### config.mk
export PLATFORM = sky130hd
export DESIGN_NAME = unidade_controle
export DESIGN_NICKNAME = d
export VERILOG_FILES = /design/src/rtl/unidade_controle_pkg.sv /design/src/rtl/unidade_controle.sv
export SDC_FILE = /design/constraint.sdc
export NUM_CORES = 1
export LEC_CHECK = 0
export BUFFER_PORTS_ARGS = -buffer_cell sky130_fd_sc_hd__buf_2
export CAP_MARGIN = 20
export CORE_MARGIN = 2
export CORE_UTILIZATION = 44
export DETAILED_ROUTE_END_ITERATION = 16
export PLACE_DENSITY_LB_ADDON = 0.1
export SLEW_MARGIN = 0
export SYNTH_ARGS = -nofsm -noshare
export SYNTH_HDL_FRONTEND = slang
export SYNTH_SLANG_ARGS = --single-unit
### constraint.sdc
create_clock -name clock -period 1.48 [get_ports clock]
set_input_delay 0.074 -clock clock [delete_from_list [all_inputs] [get_ports clock]]
set_output_delay 0.074 -clock clock [all_outputs]
set_load 0.01 [all_outputs]
### src/rtl/unidade_controle_pkg.sv
// Shared types and constants for the multicycle MIPS main control FSM.
package unidade_controle_pkg;

    typedef enum logic [3:0] {
        INICIO    = 4'd0,
        FETCH     = 4'd1,
        DECODE    = 4'd2,
        MEM_ADDR  = 4'd3,
        MEM_READ  = 4'd4,
        MEM_WB    = 4'd5,
        MEM_WRITE = 4'd6,
        EXEC_R    = 4'd7,
        WB_R      = 4'd8,
        BRANCH    = 4'd9,
        JUMP      = 4'd10,
        ADDI_EXEC = 4'd11,
        EXCECAO   = 4'd12,
        ADDI_WB   = 4'd13
    } estado_t;

    localparam logic [5:0] OP_RTYPE = 6'h00;
    localparam logic [5:0] OP_LW    = 6'h23;
    localparam logic [5:0] OP_SW    = 6'h2B;
    localparam logic [5:0] OP_BEQ   = 6'h04;
    localparam logic [5:0] OP_BNE   = 6'h05;
    localparam logic [5:0] OP_J     = 6'h02;
    localparam logic [5:0] OP_ADDI  = 6'h08;

    localparam logic [1:0] ALUOP_ADD   = 2'b00;
    localparam logic [1:0] ALUOP_SUB   = 2'b01;
    localparam logic [1:0] ALUOP_FUNCT = 2'b10;

    localparam logic [1:0] ALUB_B      = 2'b00;
    localparam logic [1:0] ALUB_FOUR   = 2'b01;
    localparam logic [1:0] ALUB_IMM    = 2'b10;
    localparam logic [1:0] ALUB_IMM_SH = 2'b11;

    localparam logic [1:0] PCSRC_ALU    = 2'b00;
    localparam logic [1:0] PCSRC_ALUOUT = 2'b01;
    localparam logic [1:0] PCSRC_JUMP   = 2'b10;

endpackage

### src/rtl/unidade_controle.sv
// Multicycle MIPS main control FSM with memory wait-state counter.
// Optional bne support is enabled by defining UNIDADE_CONTROLE_BNE_EN.
module unidade_controle
    import unidade_controle_pkg::*;
#(
    parameter int MEM_WAIT = 1
) (
    input  logic       clock,
    input  logic       reset_n,
    input  logic [5:0] opcode,
    input  logic       zero,
    output logic       pc_write,
    output logic       iord,
    output logic       mem_read,
    output logic       mem_write,
    output logic       ir_write,
    output logic       reg_dst,
    output logic       mem_to_reg,
    output logic       reg_write,
    output logic       alu_src_a,
    output logic [1:0] alu_src_b,
    output logic [1:0] alu_op,
    output logic [1:0] pc_source,
    output logic       excecao,
    output logic [3:0] estado
);

    localparam int CW = (MEM_WAIT < 1) ? 1 : $clog2(MEM_WAIT + 1);
    localparam logic [CW-1:0] WAIT_LAST = CW'(MEM_WAIT);

    estado_t       estado_q, estado_d;
    logic [CW-1:0] cnt_q, cnt_d;
    logic          ultimo;
    logic          branch_taken;

    assign ultimo = (cnt_q == WAIT_LAST);
    assign estado = estado_q;

    always_ff @(posedge clock or negedge reset_n) begin
        if (!reset_n) begin
            estado_q <= INICIO;
            cnt_q    <= '0;
        end else begin
            estado_q <= estado_d;
            cnt_q    <= cnt_d;
        end
    end

`ifdef UNIDADE_CONTROLE_BNE_EN
    logic eh_bne_q, eh_bne_d;

    always_ff @(posedge clock or negedge reset_n) begin
        if (!reset_n) eh_bne_q <= 1'b0;
        else          eh_bne_q <= eh_bne_d;
    end

    always_comb begin
        eh_bne_d = eh_bne_q;
        if (estado_q == DECODE) eh_bne_d = (opcode == OP_BNE);
    end

    assign branch_taken = eh_bne_q ? !zero : zero;
`else
    assign branch_taken = zero;
`endif

    always_comb begin
        estado_d = estado_q;
        unique case (estado_q)
            INICIO:    estado_d = FETCH;
            FETCH:     if (ultimo) estado_d = DECODE;
            DECODE: begin
                unique case (opcode)
                    OP_RTYPE:     estado_d = EXEC_R;
                    OP_LW, OP_SW: estado_d = MEM_ADDR;
                    OP_BEQ:       estado_d = BRANCH;
`ifdef UNIDADE_CONTROLE_BNE_EN
                    OP_BNE:       estado_d = BRANCH;
`endif
                    OP_J:         estado_d = JUMP;
                    OP_ADDI:      estado_d = ADDI_EXEC;
                    default:      estado_d = EXCECAO;
                endcase
            end
            MEM_ADDR:  estado_d = (opcode == OP_LW) ? MEM_READ : MEM_WRITE;
            MEM_READ:  if (ultimo) estado_d = MEM_WB;
            MEM_WRITE: if (ultimo) estado_d = FETCH;
            EXEC_R:    estado_d = WB_R;
            ADDI_EXEC: estado_d = ADDI_WB;
            MEM_WB, WB_R, BRANCH, JUMP, ADDI_WB, EXCECAO: estado_d = FETCH;
            default:   estado_d = INICIO;
        endcase
        // Clearing on every transition covers entry to all waiting states.
        cnt_d = (estado_d != estado_q) ? '0 : cnt_q + CW'(1);
    end

    always_comb begin
        pc_write   = 1'b0;
        iord       = 1'b0;
        mem_read   = 1'b0;
        mem_write  = 1'b0;
        ir_write   = 1'b0;
        reg_dst    = 1'b0;
        mem_to_reg = 1'b0;
        reg_write  = 1'b0;
        alu_src_a  = 1'b0;
        alu_src_b  = ALUB_B;
        alu_op     = ALUOP_ADD;
        pc_source  = PCSRC_ALU;
        excecao    = 1'b0;
        unique case (estado_q)
            FETCH: begin
                mem_read  = 1'b1;
                alu_src_b = ALUB_FOUR;
                ir_write  = ultimo;
                pc_write  = ultimo;
            end
            DECODE:    alu_src_b = ALUB_IMM_SH;
            MEM_ADDR: begin
                alu_src_a = 1'b1;
                alu_src_b = ALUB_IMM;
            end
            MEM_READ: begin
                iord     = 1'b1;
                mem_read = 1'b1;
            end
            MEM_WB: begin
                mem_to_reg = 1'b1;
                reg_write  = 1'b1;
            end
            MEM_WRITE: begin
                iord      = 1'b1;
                mem_write = 1'b1;
            end
            EXEC_R: begin
                alu_src_a = 1'b1;
                alu_op    = ALUOP_FUNCT;
            end
            WB_R: begin
                reg_dst   = 1'b1;
                reg_write = 1'b1;
            end
            BRANCH: begin
                alu_src_a = 1'b1;
                alu_op    = ALUOP_SUB;
                pc_source = PCSRC_ALUOUT;
                pc_write  = branch_taken;
            end
            JUMP: begin
                pc_source = PCSRC_JUMP;
                pc_write  = 1'b1;
            end
            ADDI_EXEC: begin
                alu_src_a = 1'b1;
                alu_src_b = ALUB_IMM;
            end
            ADDI_WB:   reg_write = 1'b1;
            EXCECAO:   excecao = 1'b1;
            default: ;
        endcase
    end

endmodule

==> flow_summary.toml <==
[floorplanning]
die-height_um = 41.18
num_io_pins = 29
floorplan.rows = 13
fp.dieArea_um2 = 1695
placeableCoreArea_um2 = 1301
dieWidth_um = 41.18
initial_core_util = 0.4673

[route]
firstDrtPassIters = 4
wirelength_mm = 1.993
avgViaCountPerCell = 5.972
detailedRoute.firstIterationViolations = 31
antenna_left = 0
post-route-drc-count = 0
post_drt_wl_per_cell_um = 14.04
detailroute.via_count = 848

[sta]
timing.final.setup_violations = 0
timing.final.max_slew_violations = 0
grt_setup_unrepaired = "true"
clock.fmax_mhz = 686.3
final_hold_viol_count = 0
final_critical_path_setup_slack_ns = 0.02286
finalWorstPathRequiredPeriod_ns = 1.457
max_slew_margin = 0.7555
totalNegativeSetupSlack_ns = 0
worst_clock_skew_ns = 0.0009725
finalCritPeriodShare = 0.9846
tightest_slew_ns = 0.3616

[synth]
synth_common_cells = "12 x nor2_1, 9 x nand2_1, 8 x a21oi_1, 6 x inv_1"
yosysTopAreaCell = "dfrtp_1"
synth_area_leaders = "dfrtp_1 21%, buf_6 7.4%, nor2_1 7.4%, a21oi_1 6.6%, nand2_1 5.6%"
syn-mean-instance-area_um2 = 7.239
ys_seq_area_frac = 0.2058
flip_flop_and_latch_count_after_synthesis = 5
synthDominantCellAreaShare = 0.2058
postSynth.topFlopCell = "dfrtp_1"
post_synth_instance_area_um2 = 608.1
synth.most_common_cell = "nor2_1"
netlist_instances = 84
synth.net_count = 93
yosysUniqueCellTypes = 34
async_reset_ff_frac = 1.000
synth-edff-count = 0
synthesis.yosys.warnings = 0

[cts]
path_clk_slew_ns = 0.04
clock_sinks = 5
tritoncts.num_buffers = 3
clk-insertion-delay-late_ns = 0.24
cts_buffer_depth = 2
root_buffer = "clkbuf_4"
clock_tree.htree_level_count = 1
tritoncts = "done"

[grt]
grt_antenna_before_repair = 0
grt_start_max_net_pins = 10
grt.overflow.total = 0
first_global_vias = 693
grt_usage = 0.2642
global_route_wire_length_before_repair_mm = 2.939

[setup_path]
path_cells = "inv_1, nand2_2, nor2_1, a211o_1, buf_2"
critical_path_arrival_ns = 1.38
crit_path_start_kind = "flip-flop"
worst-setup-path-type = "flip-flop to output port"
crit_family = "flip-flops"
max_stage_delay_ns = 0.43
worst_ep_required_time_ns = 1.41
critical-path-slowest-cell = "dfrtp_2"
critical_path_buf_inv_count = 2
timing.critical_path.from = "estado[2]$_DFF_PN0_"
crit_path_end_kind = "output port"
cp_max_fo = 6
rr_startpoint = "estado[0]$_DFF_PN0_"

[placed_design]
detailed_place_hpwl_mm = 1.386
placement.io_buffers = 28
placedInstanceArea_um2 = 788.3
placed_cells_incl_taps = 131
detailedPlace.worstSlack_ns = 0.09706
place.gp.congestion = 0.8642

[power_and_ir_drop]
worst_ir_drop_vdd_mv = 1.171
total_leakage_power_nw = 0.4643
powerDensity_nw_per_um2 = 1830

[cells_and_area]
layout-area-overhead-vs-synth_pct = 55.56
filler_cell_count = 117
final_core_utilization = 0.7269
instances_no_fill = 142
drive_above_1_share = 0.5197
nNetsFinal = 137
final_cell_area_excluding_filler_cells_um2 = 945.9
num_antenna_cells = 0

[min_path]
worstHoldPathType = "primary input to asynchronous set/reset pin"

[run_status]
outcome = "completed"

[run]
drv.max_cap_violation_count = 0
-- worst paths after layout --
kind                                  endpoint  slack (ns)  depth (start not counted)
min in group clock         estado[2]$_DFF_PN0_        0.22                          3
min                        estado[1]$_DFF_PN0_        0.18                          2
max                                   pc_write        0.02                          5
min reg2reg                estado[0]$_DFF_PN0_        0.66                          2
max in group asynchronous  estado[3]$_DFF_PN0_        1.15                          2
max reg2reg                estado[1]$_DFF_PN0_        0.13                          4
-- cell usage in the layout (no fill, tap or decap), types with 4 or more instances in the layout --
master	netlist	routed
nor3_1	5	4
nand2_1	9	5
o21ai_0	4	4
nor2_1	12	10
buf_6	4	5
a21oi_1	8	8
inv_1	6	5
buf_4	0	12
dfrtp_2	0	4
buf_2	1	27
-- flip-flops by register name (all words and copies together) (netlist names) --
signal / count
cnt_q: 1
estado: 4
-- timing repair --
action	CTS	global route
setup buffers	6	0
setup endpoints to repair	5	10
gates resized for setup	6	19
hold buffers	1	0
cloned	0	0
pin swaps	0	4
endpoints found under the hold margin	5	0
-- final cells by class --
class                   instances  area, um2  area share
inverters                       6      22.52     0.02381
multi-input cells              67      456.7      0.4828
flip-flops and latches          5      130.1      0.1376
clock buffers                   4      26.28     0.02778
well taps                      15      18.77     0.01984
repair buffers                 45      291.5      0.3082
-- power by group --
part           internal [mW]  switching (mW)  total, mW  leakage (nW)
Combinational          0.619           0.649       1.27         0.391
Sequential             0.198           0.104      0.303        0.0581
Clock                  0.102          0.0581      0.160        0.0150
-- layer usage --
layer | global-route usage | up-vias | routed length [um]
met5 | 0 | - | 0
met4 | 0.1694 | 0 | 31
met2 | 0.3984 | 39 | 950
met3 | 0.03261 | 4 | 144
li1 | - | 399 | -
met1 | 0.3482 | 406 | 867
-- metrics by stage --
stage	hold WS, ns	power [mW]
6_report	0.1785	1.731
3_5_place_dp	-0.1057	1.295
5_1_grt	0.2143	1.869
4_1_cts	0.1670	1.581
3_3_place_gp	-0.1053	1.290
2_1_floorplan	-0.2216	0.9334
-- cells by family (layout without fill, tap and decap cells) --
kind of cell              after synthesis  in the layout  synth area share
AOI/OAI and AO/OA                      27             27            0.2902
xor gates and xnor gates                1              1           0.01441
buffers and inverters                  12             55            0.1255
DFF                                     5              5            0.2058
and+or+nand+nor                        39             39            0.3642
(Power assumes the default switching activity.)
